**src/rtl/pipe_ctrl_pkg.sv**
```systemverilog
// Shared definitions for the pipeline stall/flush sequencer: FSM state
// encodings, default parameter values, counter widths and the per-stage
// control bundle together with the few bundle values the FSM drives.
package pipe_ctrl_pkg;

  // Default parameter values for pipeline_stall_ctrl.
  localparam int LOAD_STALL_CYCLES_DEF = 1;
  localparam int MEM_TIMEOUT_DEF       = 15;
  localparam int CNT_W_DEF             = 16;

  // Internal counter widths: bubble count and memory-wait timeout.
  localparam int LS_CNT_W  = 3;
  localparam int TMO_CNT_W = 8;

  typedef enum logic [1:0] {
    ST_RUN        = 2'd0,
    ST_LOAD_STALL = 2'd1,
    ST_MEM_WAIT   = 2'd2,
    ST_FLUSH      = 2'd3
  } state_e;

  // One bit per pipeline control the sequencer owns.
  typedef struct packed {
    logic pc_write;
    logic if_id_write;
    logic if_id_flush;
    logic stall;
    logic ex_mem_write;
  } ctrl_t;

  // Normal flow: every register advances.
  localparam ctrl_t CTRL_RUN = '{pc_write: 1'b1, if_id_write: 1'b1, if_id_flush: 1'b0,
                                 stall: 1'b0, ex_mem_write: 1'b1};
  // Whole pipeline frozen while data memory is busy.
  localparam ctrl_t CTRL_FREEZE = '{pc_write: 1'b0, if_id_write: 1'b0, if_id_flush: 1'b0,
                                    stall: 1'b0, ex_mem_write: 1'b0};
  // Load-use bubble: hold PC and IF/ID, zero the ID/EX controls.
  localparam ctrl_t CTRL_BUBBLE = '{pc_write: 1'b0, if_id_write: 1'b0, if_id_flush: 1'b0,
                                    stall: 1'b0 | 1'b1, ex_mem_write: 1'b1};
  // Taken branch in ID: redirect the PC and clear the wrong-path fetch.
  localparam ctrl_t CTRL_REDIRECT = '{pc_write: 1'b1, if_id_write: 1'b1, if_id_flush: 1'b1,
                                      stall: 1'b0, ex_mem_write: 1'b1};
  // FLUSH cycle: the wrong-path instruction now in ID becomes a bubble.
  localparam ctrl_t CTRL_FLUSH = '{pc_write: 1'b1, if_id_write: 1'b1, if_id_flush: 1'b1,
                                   stall: 1'b1, ex_mem_write: 1'b1};

endpackage

```
**src/rtl/stall_timer.sv**
```systemverilog
// Loadable saturating up-counter with a terminal-count flag. Used by the
// stall sequencer both as the load-use bubble counter and as the
// memory-wait timeout counter.
module stall_timer
  #(parameter int             W    = 8,
    parameter logic [W-1:0]   TERM = '1)
  (input  logic         clk,
   input  logic         reset,
   input  logic         load_i,
   input  logic [W-1:0] load_val_i,
   input  logic         inc_i,
   output logic         tc_o);

  logic [W-1:0] count_q, count_d;

  // Next count: load wins over increment; increment stops at all-ones.
  always_comb begin
    // NOTE: assigning the default first means every path drives count_d, so no latch is inferred.
    count_d = count_q;
    if (load_i) begin
      count_d = load_val_i;
    end else if (inc_i && (count_q != '1)) begin
      count_d = count_q + 1'b1;
    end
  end

  // Count register, cleared asynchronously.
  always_ff @(posedge clk or posedge reset) begin
    // NOTE: non-blocking assignments keep every flop sampling pre-edge values, avoiding simulation races.
    if (reset) begin
      count_q <= '0;
    end else begin
      count_q <= count_d;
    end
  end

  assign tc_o = (count_q == TERM);

endmodule

```
**src/rtl/pipeline_stall_ctrl.sv**
```systemverilog
// Central stall/flush sequencer for the 5-stage pipeline. Arbitrates memory
// waits, load-use hazards and taken branches (in that priority) and drives the
// per-stage write enables, flush and bubble controls combinationally from the
// current state and inputs, so a hazard takes effect in the cycle it is raised.
// Optional build macro PIPE_PERF_CNT_EN adds saturating performance counters
// (stall_cycles, flush_count, mem_wait_cycles) and the CNT_W parameter.
module pipeline_stall_ctrl
  import pipe_ctrl_pkg::*;
  #(parameter int LOAD_STALL_CYCLES = LOAD_STALL_CYCLES_DEF,
    parameter int MEM_TIMEOUT       = MEM_TIMEOUT_DEF
`ifdef PIPE_PERF_CNT_EN
    ,
    parameter int CNT_W             = CNT_W_DEF
`endif
  )
  (input  logic       clk,
   input  logic       reset,
   input  logic       load_use_hazard,
   input  logic       branch_taken_ID,
   input  logic       dmem_req,
   input  logic       dmem_ready,
   output logic       PCWrite,
   output logic       IF_ID_Write,
   output logic       IF_ID_Flush,
   output logic       Stall,
   output logic       EX_MEM_Write,
   output logic       mem_error,
   output logic [1:0] state_o
`ifdef PIPE_PERF_CNT_EN
   ,
   output logic [CNT_W-1:0] stall_cycles,
   output logic [CNT_W-1:0] flush_count,
   output logic [CNT_W-1:0] mem_wait_cycles
`endif
  );

  // The bubble counter holds the number of bubbles already inserted, so the
  // stall ends in the cycle whose bubble brings the count to LOAD_STALL_CYCLES.
  localparam logic [LS_CNT_W-1:0]  LS_TERM  = LS_CNT_W'(LOAD_STALL_CYCLES - 1);
  localparam logic [TMO_CNT_W-1:0] TMO_TERM = TMO_CNT_W'(MEM_TIMEOUT);

  state_e state_q, state_d;
  state_e ret_q, ret_d;        // state to resume after a memory wait
  logic   mem_err_q, mem_err_d;
  ctrl_t  ctrl;

  logic mem_stall;
  logic ls_load, ls_inc, ls_tc;
  logic tmo_load, tmo_inc, tmo_tc;

  assign mem_stall = dmem_req & ~dmem_ready;

  stall_timer #(.W(LS_CNT_W), .TERM(LS_TERM)) u_load_timer (
    .clk        (clk),
    .reset      (reset),
    .load_i     (ls_load),
    .load_val_i (LS_CNT_W'(1)),
    .inc_i      (ls_inc),
    .tc_o       (ls_tc)
  );

  stall_timer #(.W(TMO_CNT_W), .TERM(TMO_TERM)) u_mem_timer (
    .clk        (clk),
    .reset      (reset),
    .load_i     (tmo_load),
    .load_val_i (TMO_CNT_W'(1)),
    .inc_i      (tmo_inc),
    .tc_o       (tmo_tc)
  );

  // Next-state, resume-state and control-bundle decode.
  always_comb begin
    state_d   = state_q;
    ret_d     = ret_q;
    mem_err_d = mem_err_q;
    ctrl      = CTRL_RUN;
    ls_load   = 1'b0;
    ls_inc    = 1'b0;
    tmo_load  = 1'b0;
    tmo_inc   = 1'b0;

    unique case (state_q)
      ST_RUN: begin
        if (mem_stall) begin
          ctrl     = CTRL_FREEZE;
          state_d  = ST_MEM_WAIT;
          ret_d    = ST_RUN;
          tmo_load = 1'b1;
        end else if (load_use_hazard) begin
          // A simultaneous branch is dropped: its operands are stale.
          ctrl = CTRL_BUBBLE;
          if (LOAD_STALL_CYCLES > 1) begin
            state_d = ST_LOAD_STALL;
            ls_load = 1'b1;
          end
        end else if (branch_taken_ID) begin
          ctrl    = CTRL_REDIRECT;
          state_d = ST_FLUSH;
        end
      end

      ST_LOAD_STALL: begin
        if (mem_stall) begin
          // Bubble count is held, so the stall resumes where it left off.
          ctrl     = CTRL_FREEZE;
          state_d  = ST_MEM_WAIT;
          ret_d    = ST_LOAD_STALL;
          tmo_load = 1'b1;
        end else begin
          ctrl   = CTRL_BUBBLE;
          ls_inc = 1'b1;
          if (ls_tc) begin
            state_d = ST_RUN;
          end
        end
      end

      ST_MEM_WAIT: begin
        if (dmem_ready) begin
          state_d = ret_q;
        end else if (tmo_tc) begin
          // Abort: flag the error, release the pipeline, drop pending work.
          mem_err_d = 1'b1;
          state_d   = ST_RUN;
        end else begin
          ctrl    = CTRL_FREEZE;
          tmo_inc = 1'b1;
        end
      end

      ST_FLUSH: begin
        if (mem_stall) begin
          ctrl     = CTRL_FREEZE;
          state_d  = ST_MEM_WAIT;
          ret_d    = ST_FLUSH;
          tmo_load = 1'b1;
        end else begin
          ctrl    = CTRL_FLUSH;
          state_d = ST_RUN;
        end
      end

      default: state_d = ST_RUN;
    endcase

    // Pipeline runs freely while reset is held, whatever the inputs say.
    if (reset) begin
      ctrl = CTRL_RUN;
    end
  end

  // State, resume-state and sticky error registers.
  always_ff @(posedge clk or posedge reset) begin
    if (reset) begin
      state_q   <= ST_RUN;
      ret_q     <= ST_RUN;
      mem_err_q <= 1'b0;
    end else begin
      state_q   <= state_d;
      ret_q     <= ret_d;
      mem_err_q <= mem_err_d;
    end
  end

  assign PCWrite      = ctrl.pc_write;
  assign IF_ID_Write  = ctrl.if_id_write;
  assign IF_ID_Flush  = ctrl.if_id_flush;
  assign Stall        = ctrl.stall;
  assign EX_MEM_Write = ctrl.ex_mem_write;
  assign mem_error    = mem_err_q;
  assign state_o      = state_q;

`ifdef PIPE_PERF_CNT_EN
  logic [CNT_W-1:0] stall_cnt_q, flush_cnt_q, memw_cnt_q;

  // Saturating performance counters.
  always_ff @(posedge clk or posedge reset) begin
    if (reset) begin
      stall_cnt_q <= '0;
      flush_cnt_q <= '0;
      memw_cnt_q  <= '0;
    end else begin
      if (ctrl.stall && (stall_cnt_q != '1)) begin
        stall_cnt_q <= stall_cnt_q + 1'b1;
      end
      if ((state_d == ST_FLUSH) && (state_q != ST_FLUSH) && (flush_cnt_q != '1)) begin
        flush_cnt_q <= flush_cnt_q + 1'b1;
      end
      if ((state_q == ST_MEM_WAIT) && (memw_cnt_q != '1)) begin
        memw_cnt_q <= memw_cnt_q + 1'b1;
      end
    end
  end

  assign stall_cycles    = stall_cnt_q;
  assign flush_count     = flush_cnt_q;
  assign mem_wait_cycles = memw_cnt_q;
`endif

endmodule

```
**config.mk**
```make
export PLATFORM = sky130hd
export DESIGN_NAME = pipeline_stall_ctrl
export DESIGN_NICKNAME = d
export VERILOG_FILES = /design/src/rtl/pipe_ctrl_pkg.sv /design/src/rtl/stall_timer.sv /design/src/rtl/pipeline_stall_ctrl.sv
export SDC_FILE = /design/constraint.sdc
export NUM_CORES = 1
export LEC_CHECK = 0
export CAP_MARGIN = 10
export CORE_MARGIN = 3
export CORE_UTILIZATION = 50
export DETAILED_ROUTE_END_ITERATION = 7
export PLACE_DENSITY = 0.82
export SKIP_LAST_GASP = 1
export SYNTH_ARGS = -nofsm -noshare
export SYNTH_HDL_FRONTEND = slang
export SYNTH_SLANG_ARGS = --single-unit
```
**constraint.sdc**
```tcl
create_clock -name clk -period 3.05 [get_ports clk]
set_input_delay 0.305 -clock clk [delete_from_list [all_inputs] [get_ports clk]]
set_output_delay 0.305 -clock clk [all_outputs]
set_load 0.05 [all_outputs]
```
==> out/qor.yml <==
detailed_routing:
  ant_nets: 0
  via_count: 829
  dr.first_iter.drc_count: 12
  drt_wl_total_um: 1980
  wl_per_cell_um: 14.0
  route.detailed.drc: 0
  firstDrtPassIters: 4
  viasPerCell: 5.84
placement:
  port_buffers: 13
  dpl.hpwl_um: 1490
  place_congestion: 0.874
  postPlaceCellArea_sq_um: 1110
logic_synthesis:
  synth-simple-area-share_pct: 23.5
  synth_cells: 104
  syn_area_sq_um: 962
  synth_xor_area_share_pct: 0.910
  synth_ff_type: "dfrtp_1"
  syn-num-nets: 114
  synth_edf_count: 0
  synth-seq-cells: 16
  synthArstFlopShare_pct: 100
  synthAdderAreaFrac_pct: 5.20
  ys_seq_area_share_pct: 41.6
  ys.warnings.count: 0
  yosys-mux-area-fraction_pct: 4.29
  synth_top_area_cell: "dfrtp_1"
  yosys.area.top_type_share_pct: 41.6
  synth_top_family_by_area: "simple AND/OR/NAND/NOR gates"
  synth.avg_cell_area_sq_um: 9.25
  yosys.cell_types.count: 35
  synth_area_leaders: "dfrtp_1 (42%), ha_1 (5.2%), a21oi_1 (4.2%)"
  synth_compound_area_share_pct: 20.2
cts:
  cts_buffer_depth: 2
  insertion_delay_ns: 0.28
  cts_tree: "yes"
  clkSlewWorstSetupHoldPaths_ns: 0.09
  clock_tree.root_cell: "clkbuf_4"
  h-tree-depth: 1
  numCtsBuffers: 3
  cts_sinks: 16
worst_setup_path:
  startpoint_type: "register"
  cp-end-kind: "output port"
  arrival_ns: 2.56
  worst-path-max-fanout: 6
  critPathKind: "register to output port"
  cp.required_ns: 2.74
sta:
  finalCriticalPeriod_ns: 2.86
  finalSetupViolCount: 0
  slew_headroom_pct: 64.6
  final.setup.tns_ns: 0
  final-hold-violation-count: 0
  fin_skew_ns: 0.00730
  final_max_slew_viol_count: 0
  rsz0062_at_grt: "false"
  finalCritPeriodShare_pct: 93.8
  worst_pin_slew_ns: 0.529
  fmax_mhz: 349
  holdWs_ns: 0.340
run_status:
  status: "completed"
grt:
  grt_pass1_vias: 733
  track_usage_pct: 18.1
  overflow: 0
  grt_pass1_wl_um: 3370
  grt_max_degree: 15
  antenna_found_initial: 0
pwr:
  combPwrFrac_pct: 46.5
  p_leak_nw: 0.465
  swShare_pct: 44.9
  p_seq_share_pct: 41.0
  power_density_nw_per_um2: 768
  netSwitchingPower_w: 0.000392
  peakVddDrop_uv: 455
  p_int_w: 0.000481
  clkPwrFrac_pct: 12.5
floorplanning:
  die_y_um: 49.9
  dieWidth_um: 49.9
  core_sq_um: 1760
  dieArea_sq_um: 2490
  io_pins: 14
  start_util_pct: 54.5
  rows: 15
job:
  maxCapViolCount: 0
cells_and_area:
  areaGrowthSynthToFinish_pct: 18.2
  drive_gt1_share_pct: 8.55
  nets: 129
  layout_common_cells: "dfrtp_1 (16), clkdlybuf4s50_1 (12), nand2_1 (10)"
  n_antenna_cell: 0
  layout.cells.most_common: "dfrtp_1"
  final_area_sq_um: 1140
hold_path:
  hp-class: "input port to asynchronous set/reset pin"
==> repair_timing <==
action | CTS | global route
setup buffers | 0 | 0
endpoints found under the hold margin | 0 | 0
resized for setup | 0 | 1
hold buffers | 0 | 0
endpoints found under the setup margin | 0 | 1
==> cell type report <==
| class | count | area (sq um) |
|---|---|---|
| fill | 157 | 627 |
| multi-input combinational | 78 | 520 |
| sequential | 16 | 400 |
| timing repair buffer | 14 | 140 |
| tap | 25 | 31.3 |
| clock buffer | 3 | 22.5 |
| inverter | 6 | 22.5 |
==> path summary, 6_finish.rpt <==
kind / start / to / slack (ns) / depth (start not counted)
worst max-delay path: u_mem_timer.count_q[7] / PCWrite / 0.19 / 5
worst min-delay path: reset / mem_error / 0.34 / 2
worst max register to register: state_o[1] / u_mem_timer.count_q[7] / 1.15 / 4
worst min register to register: mem_error / mem_error / 0.46 / 1
max in group asynchronous: reset / u_load_timer.count_q[1] / 2.26 / 3
min in group clk: mem_error / mem_error / 0.46 / 1
==> power by group through the flow <==
stage          Clock (W)  Sequential [W]  Combinational (W)
6_report        0.000109        0.000358           0.000406
3_3_place_gp           0        0.000358           0.000391
2_1_floorplan          0        0.000366           0.000289
3_5_place_dp           0        0.000361           0.000407
5_1_grt         0.000122        0.000369           0.000450
4_1_cts         0.000112        0.000357           0.000408
==> layer usage <==
metal  vias to the layer above  wire [um]  global-route usage [%]
met3                         4         93                    4.23
met1                       387        958                    22.9
met5                         -          0                       0
li1                        412          -                       -
met2                        26        894                    28.6
met4                         0         37                    9.68
==> logic make-up (layout without fill, tap and decap cells) <==
| kind of cell | Yosys count | in the layout |
|---|---|---|
| and+or+nand+nor | 40 | 40 |
| AOI/OAI and AO/OA | 29 | 29 |
| DFF | 16 | 16 |
| buffers and inverters | 10 | 23 |
| adders and majority gates | 4 | 4 |
| muxes | 4 | 4 |
| xor gates and xnor gates | 1 | 1 |
==> critical path: stages, from the launching register on <==
cell and delay (ns):
dfrtp_1 0.44, or4b_4 0.59, nor3_1 0.24, nand2_1 0.09, nand3_1 0.10, clkdlybuf4s50_1 0.81
==> synth_stat cells (2+ instances only) <==
| cell type | n |
|---|---|
| nand2_1 | 10 |
| a211oi_1 | 2 |
| mux2i_1 | 3 |
| nor2b_1 | 2 |
| nand3_1 | 6 |
| o21ai_0 | 6 |
| dfrtp_1 | 16 |
| nand2b_1 | 4 |
| clkbuf_1 | 3 |
| a21oi_1 | 8 |
| nor3_1 | 7 |
| nor2_1 | 4 |
| ha_1 | 4 |
| a31oi_1 | 3 |
| inv_1 | 6 |
==> flip-flops by register name, summed over array words and instances (netlist names) <==
signal                cells
u_mem_timer.count_q       8
u_load_timer.count_q      3
ret_q                     2
state_o                   2
mem_error                 1
==> per-stage QoR <==
stage	power, W	std cells	util [%]	setup WS (ns)
after floorplan	0.000655	104	-	0.346
after global placement	0.000749	139	63.0	0.451
after detailed placement	0.000768	139	63.0	0.433
after CTS	0.000877	142	64.3	0.107
after global routing	0.000942	142	64.5	0.103
final	0.000873	142	64.5	0.188
Note: power is estimated with default switching activity, not from simulation.
